===== config.mk =====
export PLATFORM = sky130hd
export DESIGN_NAME = tlb_plru_update
export DESIGN_NICKNAME = d
export VERILOG_FILES = /design/src/rtl/tlb_plru_pkg.sv /design/src/rtl/tlb_plru_update_touch_unit.sv /design/src/rtl/tlb_plru_update.sv
export SDC_FILE = /design/constraint.sdc
export NUM_CORES = 1
export LEC_CHECK = 0
export CAP_MARGIN = 20
export CORE_MARGIN = 10
export CORE_UTILIZATION = 47
export DETAILED_ROUTE_END_ITERATION = 7
export PLACE_DENSITY = 0.82
export REMOVE_ABC_BUFFERS = 1
export SYNTH_ARGS = -nofsm -noshare
export SYNTH_HDL_FRONTEND = slang
export SYNTH_SLANG_ARGS = --single-unit
export TNS_END_PERCENT = 10

===== constraint.sdc =====
create_clock -name clk -period 1.7 [get_ports clk]
set_input_delay 0.255 -clock clk [delete_from_list [all_inputs] [get_ports clk]]
set_output_delay 0.255 -clock clk [all_outputs]
set_load 0.1 [all_outputs]

===== src/rtl/tlb_plru_pkg.sv =====
// Shared TLB replacement-state definitions and the tree-PLRU touch helper used by both the
// writer and the victim selector.
package tlb_plru_pkg;

   localparam int unsigned TLB_ENTRIES = 8;
   localparam int unsigned TLB_IDX_W   = 3;
   localparam int unsigned PLRU_W      = 8;

   // Point every node on the path to idx away from it; bit 0 stays unused.
   function automatic logic [PLRU_W-1:0] plru_touch(input logic [PLRU_W-1:0]    plru,
                                                     input logic [TLB_IDX_W-1:0] idx);
      logic [PLRU_W-1:0] nxt;
      nxt                        = plru;
      nxt[3'd1]                  = ~idx[2];
      nxt[{1'b0, 1'b1, idx[2]}]  = ~idx[1];
      nxt[{1'b1, idx[2:1]}]      = ~idx[0];
      nxt[0]                     = 1'b0;
      return nxt;
   endfunction

endpackage


===== src/rtl/tlb_plru_update_touch_unit.sv =====
// Combinational tree-PLRU touch: when enabled, returns the input vector with entry idx touched.
module plru_touch_unit
   import tlb_plru_pkg::*;
(
   input  logic [PLRU_W-1:0]    plru_cur,
   input  logic                 touch_en,
   input  logic [TLB_IDX_W-1:0] touch_idx,
   output logic [PLRU_W-1:0]    plru_next
);

   always_comb begin
      plru_next = plru_cur;
      if (touch_en) begin
         plru_next = plru_touch(plru_cur, touch_idx);
      end
   end

endmodule


===== src/rtl/tlb_plru_update.sv =====
// Writer side of the per-set TLB replacement state: registers hit/refill/invalidate requests
// for one cycle, then applies them to the PLRU tree and valid vector in a fixed order.
module tlb_plru_update
   import tlb_plru_pkg::*;
#(
   parameter int unsigned ENTRIES = TLB_ENTRIES
) (
   input  logic                 clk,
   input  logic                 rst_n,
   input  logic                 hit_valid,
   input  logic [TLB_IDX_W-1:0] hit_entry,
   input  logic                 refill_valid,
   input  logic [TLB_IDX_W-1:0] refill_entry,
   input  logic                 inval_valid,
   input  logic                 inval_all,
   input  logic [TLB_IDX_W-1:0] inval_entry,
   output logic [ENTRIES-1:0]   plru,
   output logic [ENTRIES-1:0]   valid,
   output logic                 pending
);

   logic                 hit_q;
   logic [TLB_IDX_W-1:0] hit_entry_q;
   logic                 refill_q;
   logic [TLB_IDX_W-1:0] refill_entry_q;
   logic                 inval_q;
   logic                 inval_all_q;
   logic [TLB_IDX_W-1:0] inval_entry_q;

   logic [ENTRIES-1:0]   plru_q, plru_d;
   logic [ENTRIES-1:0]   valid_q, valid_d;
   logic [PLRU_W-1:0]    plru_after_hit;
   logic [PLRU_W-1:0]    plru_after_refill;

   // Refill touches after the hit so the refilled entry is the most recent use.
   plru_touch_unit u_touch_hit (
      .plru_cur  (plru_q),
      .touch_en  (hit_q),
      .touch_idx (hit_entry_q),
      .plru_next (plru_after_hit)
   );

   plru_touch_unit u_touch_refill (
      .plru_cur  (plru_after_hit),
      .touch_en  (refill_q),
      .touch_idx (refill_entry_q),
      .plru_next (plru_after_refill)
   );

   always_comb begin
      plru_d  = plru_after_refill;
      valid_d = valid_q;
      if (refill_q) begin
         valid_d[refill_entry_q] = 1'b1;
      end
      if (inval_q) begin
         if (inval_all_q) begin
            plru_d  = '0;
            valid_d = '0;
         end else begin
            valid_d[inval_entry_q] = 1'b0;
         end
      end
      plru_d[0] = 1'b0;
   end

   always_ff @(posedge clk or negedge rst_n) begin
      if (!rst_n) begin
         hit_q          <= 1'b0;
         hit_entry_q    <= '0;
         refill_q       <= 1'b0;
         refill_entry_q <= '0;
         inval_q        <= 1'b0;
         inval_all_q    <= 1'b0;
         inval_entry_q  <= '0;
         plru_q         <= '0;
         valid_q        <= '0;
      end else begin
         hit_q          <= hit_valid;
         hit_entry_q    <= hit_entry;
         refill_q       <= refill_valid;
         refill_entry_q <= refill_entry;
         inval_q        <= inval_valid;
         inval_all_q    <= inval_all;
         inval_entry_q  <= inval_entry;
         plru_q         <= plru_d;
         valid_q        <= valid_d;
      end
   end

   assign plru    = plru_q;
   assign valid   = valid_q;
   assign pending = hit_q | refill_q | inval_q;

endmodule


After elaboration in Yosys (flattened, before gate mapping)
Index checks and enable logic that the tools add are counted.
{ "totals": {"regBits": 28, "elab_cells": 61, "in_bits": 15} }
{ "op_classes": {"reduce_logical": 6, "muxes": 23, "bitwise": 11, "n_lt_le_gt_ge": 12} }
{ "ops": {"columns": ["op", "count"], "rows": [
  ["two-way mux 8 bit", 7],
  ["bitwise mux 8 bit", 4],
  ["< comparator 3 x 4 -> 1 bit (second input constant)", 4],
  ["greater-or-equal comparator 3 x 1 -> 1 bit (second input constant)", 4],
  ["AND 8 bit", 1],
  ["< comparator 2 x 4 -> 1 bit (second input constant)", 2],
  ["NOT 8 bit", 1],
  ["bitwise OR 8 bit", 1],
  ["demux 1 bit (select 3 bit)", 2],
  ["logical AND 1 bit", 6],
  ["two-way mux 1 bit", 6],
  ["NOT 1 bit", 6],
  ["demux 1 bit (select 2 bit)", 2],
  ["greater-or-equal comparator 2 x 1 -> 1 bit (second input constant)", 2],
  ["demux 1 bit (select 1 bit)", 2],
  ["bitwise OR 1 bit", 2]
]} }

Longest topological paths before layout
Gate-level depths: netlist of run 1.
{ "depth": {"depth_word": 12, "ltp_mapped": 5, "depth_no_buf": 3} }

By module
From an unflattened synthesis of run 1, not the netlist that was laid out.
{ "hier_totals": {"cells_unflattened": 100, "area_unflattened_um2": 1261.2} }
{ "modules_own_cells": {"columns": ["module", "n_inst", "area_per_inst_um2", "cells_per_inst", "seq_area_each_um2"], "rows": [
  ["tlb_plru_update", 1, 980.9, 62, 700.7],
  ["plru_touch_unit", 2, 140.1, 19, 0.0]
]} }

Worst setup path before layout of run 1
Ideal clock, no wire load.
{ "synth_path": {"kind": "register to output", "startpoint": "register refill_q", "endpoint": "output pending", "slack_ps": 188, "path_buffers": 1, "path_stages_with_launch": 3, "arrival_ps": 1257, "cell_sequence": "dfrtp_1 > buf_2 > or3_1"} }
{ "synth_between": {"elab_chain_cells": 2} }
{ "synth_lines": {"columns": ["item", "line", "text"], "rows": [
  ["start: declaration", "tlb_plru_update.sv:24", "logic refill_q;"],
  ["start signal: assignment", "tlb_plru_update.sv:81", "refill_q <= refill_valid;"],
  ["bitwise OR 1 bit (2 in series)", "tlb_plru_update.sv:93", "assign pending = hit_q | refill_q | inval_q;"],
  ["end: declaration", "tlb_plru_update.sv:19", "output logic pending"]
]} }
Every way passes these cells.

Worst setup path after layout of run 1
{ "layout_path": {"startpoint": "register hit_q", "endpoint": "output pending"} }
{ "layout_between": {"elab_chain_cells": 2} }
{ "layout_lines": {"columns": ["item", "line", "text"], "rows": [
  ["start: declaration", "tlb_plru_update.sv:22", "logic hit_q;"],
  ["start signal: assignment", "tlb_plru_update.sv:79", "hit_q <= hit_valid;"],
  ["bitwise OR 1 bit (2 in series)", "tlb_plru_update.sv:93", null]
]} }
Every way passes these cells.

==> key figures, run 1 <==
Outcome
  • Status: finished, final reports clean

Job
  • Maximum Capacitance Violations: 0

Power and ir drop
  • IR Drop Worst-Case VDD: about 0.78 mV
  • Total power: 1629 µW
  • Pleak: approximately 0.00074 µW
  • Pwr dens: roughly 950 mW/mm²

Logic synthesis
  • Top_reg_cell synth: dfrtp_1
  • Largest area contributor in the netlist: dfrtp_1
  • Post-synthesis cell type count: 41
  • Largest cells by area after synthesis: dfrtp_1, a21oi_1, nor3_1, and3b_1, buf_2
  • Post-synth EDFFs: 0
  • Synth Cell Area: ~0.0012 mm²
  • Cells after synthesis: approximately 110
  • Register area share after synthesis: 0.5833
  • Post-synthesis register bit count: 28
  • Avg Cell Area, Syn: about 11 µm²
  • Ys Warns: 0
  • Yosys top cell area share: 0.5833
  • Ys async rst share: 1.000

Die
  • Die H: slightly above 70 µm
  • # IOs: 32
  • Row Count: 18
  • Initial core utilization: 0.4893
  • Core area: 0.002455 mm²
  • Die area: 0.004978 mm²
  • Die X: between 70 and 80 µm

Critical path
  • Worst reg2reg endpoint: valid[3]
  • WP data arrival: 1.38 ns
  • Path type of the worst setup path: reg2out
  • Worst reg-to-reg setup slack: around 0.36 ns
  • Crit-path max FO: 12
  • Crit. path cell count: 2
  • CP cell instances: or3_1 -> buf_12
  • Length in cells of the worst reg-to-reg path: 3
  • Slowest stage delay, CP: 0.50 ns
  • Reg2reg start: refill_entry_q[2]
  • Crit end category: output port
  • CP Launch Type: flop
  • CP max-delay cell: dfrtp_2
  • Worst path required time: between 1 and 1.5 ns
  • CP delay by family, top: flip-flops
  • Worst setup startpoint: hit_q
  • WP buf/inv: 1
  • Worst setup path endpoint: pending

Place
  • RePlAce Congestion: slightly above 0.9
  • Port Buffers: 30
  • Placed cell count: roughly 160
  • Worst slack at placement: approximately 0.31 ns
  • Detail Placement HPWL: roughly 2.1 mm

Layout
  • Fillers: between 150 and 200
  • Layout cells sized above 1: 0.2463
  • Area growth syn-to-layout: 42.50%
  • Most common cell after layout, fill and taps aside: dfrtp_1
  • Commonest cells after routing, fill and taps aside: dfrtp_1, buf_12, clkdlybuf4s50_1
  • Number of diodes: 0
  • # nets final: around 150
  • Util after Layout: 0.6972
  • Layout Cells excl Fill: around 160

Drt
  • DR vias/cell: between 5 and 6
  • DR WL/cell: between 15 and 20 µm
  • 1st-iter DRT viols: 50
  • Wirelength, routed: 2.692 mm
  • Via count: 929
  • Final ANT Viol Nets: 0
  • Detailed Routing Iterations Pass 1: 4
  • Drt drc: 0

STA
  • Setup violations, final: 0
  • Setup TNS: 0 ns
  • Final Hold Fails: 0
  • Post-route minimum period: ~1.6 ns
  • Final worst setup slack: between 0.06 and 0.07 ns
  • Fmax: ~0.61 GHz
  • Fin crit share: 0.9634
  • Pins Over Slew Limit: 0
  • RSZ-0062 raised after global routing: false
  • Fin Clk Skew: ~0.0076 ns

Global route
  • Global-route usage over all layers: 0.1081
  • First-pass GRT wire length: 4.471 mm
  • Largest net degree at the start of global routing: 29
  • Initial antenna violation count: 0
  • Vias in the first global route: about 970
  • Global route overflow: 0

CTS
  • Clk sink count: 28
  • Clock-pin transition on the worst setup and hold timing paths: between 0.1 and 0.15 ns
  • CTS Buf Count: 3
  • H-Tree Depth: 1
  • Clock buffer depth: 2
  • Worst-Skew Late Latency: 0.32 ns
  • CTS tree: yes
  • Clock root buffer: clkbuf_4

Worst hold path
  • Worst Hold Class: in2async
logic make-up after synthesis:
logic type,after synthesis,share of synthesized area
buf+inv,13,0.05521
simple gates,31,0.1615
flops,28,0.5833
compound gates,32,0.1969
other cells,1,0.003122
per-layer routing:
layer | global-route usage | share of wire | vias up
li1 | - | - | 439
met1 | 0.1219 | 0.41 | 447
met2 | 0.1637 | 0.48 | 33
met3 | 0.05021 | 0.071 | 10
met4 | 0.06452 | 0.032 | 0
met5 | 0 | 0 | -
cell type report:
class	count	area (µm²)	share of cell area
clock buffer	3	22.52	0.01316
inverter	4	15.01	0.008772
sequential	28	704.4	0.4116
timing repair buffer	35	498.0	0.2909
tap	30	37.54	0.02193
multi-input combinational	64	434.2	0.2537
registers in the layout, indices dropped and copies added, names as in the netlist:
name / count
plru: 7
hit_entry_q: 3
inval_all_q: 1
inval_entry_q: 3
inval_q: 1
refill_entry_q: 3
refill_q: 1
hit_q: 1
valid: 8
where the power goes:
group | internal [µW] | switching (µW)
registers | 717 | 69.4
logic | 224 | 360
clock network | 82.9 | 176
cells in the mapped netlist (all sizes together) (2+ instances only):
| master | instances |
|---|---|
| buf | 7 |
| a21o | 2 |
| a2bb2oi | 2 |
| or3 | 2 |
| nand3 | 2 |
| o21ai | 4 |
| a221oi | 2 |
| nand2 | 4 |
| nand2b | 2 |
| inv | 4 |
| dfrtp | 28 |
| nor3 | 7 |
| and3b | 3 |
| o21bai | 3 |
| a21oi | 7 |
| o21a | 3 |
| clkbuf | 2 |
| nor2 | 3 |
repair_timing:
item,4_1_cts,5_1_grt
gates resized for setup,1,2
gates cloned,0,0
setup endpoints to repair,1,1
buffers inserted,0,4
hold buffers,0,0
through the flow:
step | hold WS (ns) | cell area (µm²)
finish | 0.2863 | 1712
global route | 0.2968 | 1712
CTS | 0.2959 | 1679
detailed placement | 0.5491 | 1655
global placement | 0.5379 | 1655
floorplan | -0.04059 | 1150
how the worst min path moves through the flow:
stage / startpoint / end / slack [ns]
final: rst_n / plru[3] / 0.29
after global routing: rst_n / hit_entry_q[0] / 0.30
after CTS: rst_n / plru[6] / 0.30
after detailed placement: valid[5] / valid[5] / 0.55
after global placement: valid[0] / valid[0] / 0.54
after floorplan: rst_n / hit_entry_q[0] / -0.04
(Power assumes the default switching activity.)
==> run 2: changes to the inputs <==
Settings changed: CORE_UTILIZATION 47 to 42, PLACE_DENSITY 0.82 to 0.78.
Clock period 1.7 ns to 1.5 ns, I/O delays scaled along.
==> run 2 against run 1 <==
Net effect: sequential cell count unchanged; critical endpoint unchanged; first-iteration DRC count down 44%; highest routed layer unchanged; the flow now finishes with violations (negative setup slack); sequential share of layout area fell by 0.78 points; critical path type unchanged; die area up 8.4%; cell area increased by 1.4%; worst hold slack got worse by 0.043 ns; clock skew is 0.0017 ns lower.
==> key figures, run 2 (synthesis gave the netlist of run 1 again) <==
Power and ir drop
  • Pleak: 0.0007585 µW (was 0.0007421 µW)
  • Pwr dens: 1102 mW/mm² (was 951.9 mW/mm²)
  • Total power: 1912 µW (was 1629 µW)
  • IR Drop Worst-Case VDD: 0.7143 mV (was 0.7782 mV)

Place
  • RePlAce Congestion: 0.9717 (was 0.9146)
  • Worst slack at placement: 0.2168 ns (was 0.3148 ns)
  • Detail Placement HPWL: 2.197 mm (was 2.090 mm)
  • Port Buffers: 30 (unchanged)
  • Placed cell count: 161 (was 157)

Global route
  • Met2 usage: 0.1799 (was 0.1637)
  • Vias in the first global route: 1006 (was 968)
  • Global-route usage over all layers: 0.1093 (was 0.1081)
  • Met3 usage: 0.03230 (was 0.05021)
  • Global route overflow: 0 (unchanged)
  • GR peak layer: met2 (unchanged)
  • Met1 Usage GRT: 0.1303 (was 0.1219)
  • Initial antenna violation count: 0 (unchanged)
  • Largest net degree at the start of global routing: 29 (unchanged)
  • First-pass GRT wire length: 4.747 mm (was 4.471 mm)

Worst hold path
  • Worst Hold Class: in2async (unchanged)

CTS
  • Clock-pin transition on the worst setup and hold timing paths: 0.14 ns (about the same)
  • H-Tree Depth: 1 (unchanged)
  • # hold bufs at CTS: 0 (unchanged)
  • Clk sink count: 28 (unchanged)
  • CTS Buf Count: 3 (unchanged)
  • CTS tree: yes (unchanged)
  • Worst-Skew Late Latency: 0.32 ns (about the same)
  • Clock root buffer: clkbuf_4 (unchanged)
  • Clock buffer depth: 2 (unchanged)

Critical path
  • Worst path required time: 1.27 ns (was 1.44 ns)
  • Slowest stage delay, CP: 0.40 ns (was 0.50 ns)
  • CP max-delay cell: dfrtp_1 (was dfrtp_2)
  • Crit end category: output port (unchanged)
  • WP data arrival: 1.30 ns (was 1.38 ns)
  • CP Launch Type: flop (unchanged)
  • Crit-path max FO: 2 (was 12)
  • CP cell instances: or3_4 -> buf_12 (was or3_1 -> buf_12)
  • Path type of the worst setup path: reg2out (unchanged)
  • CP delay by family, top: flip-flops (unchanged)
  • WP buf/inv: 1 (unchanged)

Drt
  • Drt drc: 0 (unchanged)
  • Wirelength, routed: 2.769 mm (was 2.692 mm)
  • Detailed Routing Iterations Pass 1: 4 (unchanged)
  • Final ANT Viol Nets: 0 (unchanged)
  • Via count: 942 (was 929)
  • 1st-iter DRT viols: 28 (was 50)
  • DR vias/cell: 5.641 (was 5.665)
  • DR WL/cell: 16.58 µm (was 16.41 µm)

Layout
  • Number of diodes: 0 (unchanged)
  • Largest register FFs: 8 (unchanged)
  • Most common cell after layout, fill and taps aside: dfrtp_1 (unchanged)
  • Area growth syn-to-layout: 44.48% (was 42.50%)
  • Layout Cells excl Fill: 167 (was 164)
  • # nets final: 152 (was 151)
  • Commonest cells after routing, fill and taps aside: dfrtp_1, buf_12, clkdlybuf4s50_1 (unchanged)
  • Fillers: 197 (was 158)
  • Layout cells sized above 1: 0.2426 (was 0.2463)

STA
  • Fin Clk Skew: 0.005979 ns (was 0.007639 ns)
  • RSZ-0062 raised after global routing: true (was false)
  • Final Hold Fails: 0 (unchanged)
  • Pins Over Slew Limit: 0 (unchanged)
  • Final worst setup slack: -0.02168 ns (was 0.06223 ns)
  • Fin crit share: 1.014
  • Fmax: around 0.66 GHz
  • Setup violations, final: 1 (was 0)
  • Post-route minimum period: between 1.5 and 2 ns

Outcome
  • Status: complete, but fails checks (was finished, final reports clean)
  • Failing checks: negative setup slack

Die
  • Initial core utilization: 0.4394 (was 0.4893)
  • Core area: 0.002734 mm² (was 0.002455 mm²)
  • Die X: 73.48 µm (was 70.56 µm)
  • # IOs: 32 (unchanged)
  • Die area: 0.005399 mm² (was 0.004978 mm²)
  • Row Count: 19 (was 18)
  • Die H: 73.48 µm (was 70.56 µm)

Job
  • Maximum Capacitance Violations: 0 (unchanged)
==> run 2: changes by cell type in the layout (fill, tap and decap cells not counted) <==
cell	previous run	this run
buf_4	5	6
clkbuf_8	0	1
dfrtp_1	25	28
dfrtp_2	3	0
or3_1	2	1
or3_4	0	1
==> run 2: worst paths after layout <==
check                                from          endpoint  slack (ns)  cells after the start
min                                 rst_n       inval_all_q        0.24                      2
max                                 hit_q           pending       -0.02                      2
max in group asynchronous           rst_n          refill_q        1.00                      2
min in group clk           inval_entry[2]  inval_entry_q[2]        0.32                      1
max reg2reg                       inval_q           plru[7]        0.10                      5
min reg2reg                      valid[1]          valid[1]        0.57                      1
==> run 2: layout make-up <==
class                      count  area (µm²)  share of cell area
inverter                       4       15.01            0.008652
timing repair buffer          36       505.5              0.2913
sequential                    28       700.7              0.4038
multi-input combinational     64       439.2              0.2531
tap                           31       38.79             0.02235
clock buffer                   4       36.28             0.02091
==> run 2: power breakdown <==
part           switching (µW)  internal (µW)
sequential               76.5            812
combinational             414            256
clock                     205            148
==> run 2: per-stage QoR <==
step             util  setup TNS [ns]  hold WS [ns]  cell area, µm²
3_3_place_gp   0.6142               0        0.5390            1679
2_1_floorplan       -               0      -0.07059            1150
3_5_place_dp   0.6142               0        0.5464            1679
6_report       0.6348        -0.02168        0.2436            1735
5_1_grt        0.6348        -0.06728        0.2660            1735
4_1_cts        0.6320        -0.02778        0.2550            1728
==> run 2: per-layer routing <==
layer,vias to the layer above,share of wire
met5,-,0
met4,0,0.0090
met3,4,0.073
met2,38,0.51
met1,458,0.41
li1,442,-
==> run 2: timing repair <==
item,in CTS,in global routing
resized for setup,1,0
pin swaps,1,0
setup endpoints to repair,1,1
hold endpoints to repair,0,0
setup buffers,1,1
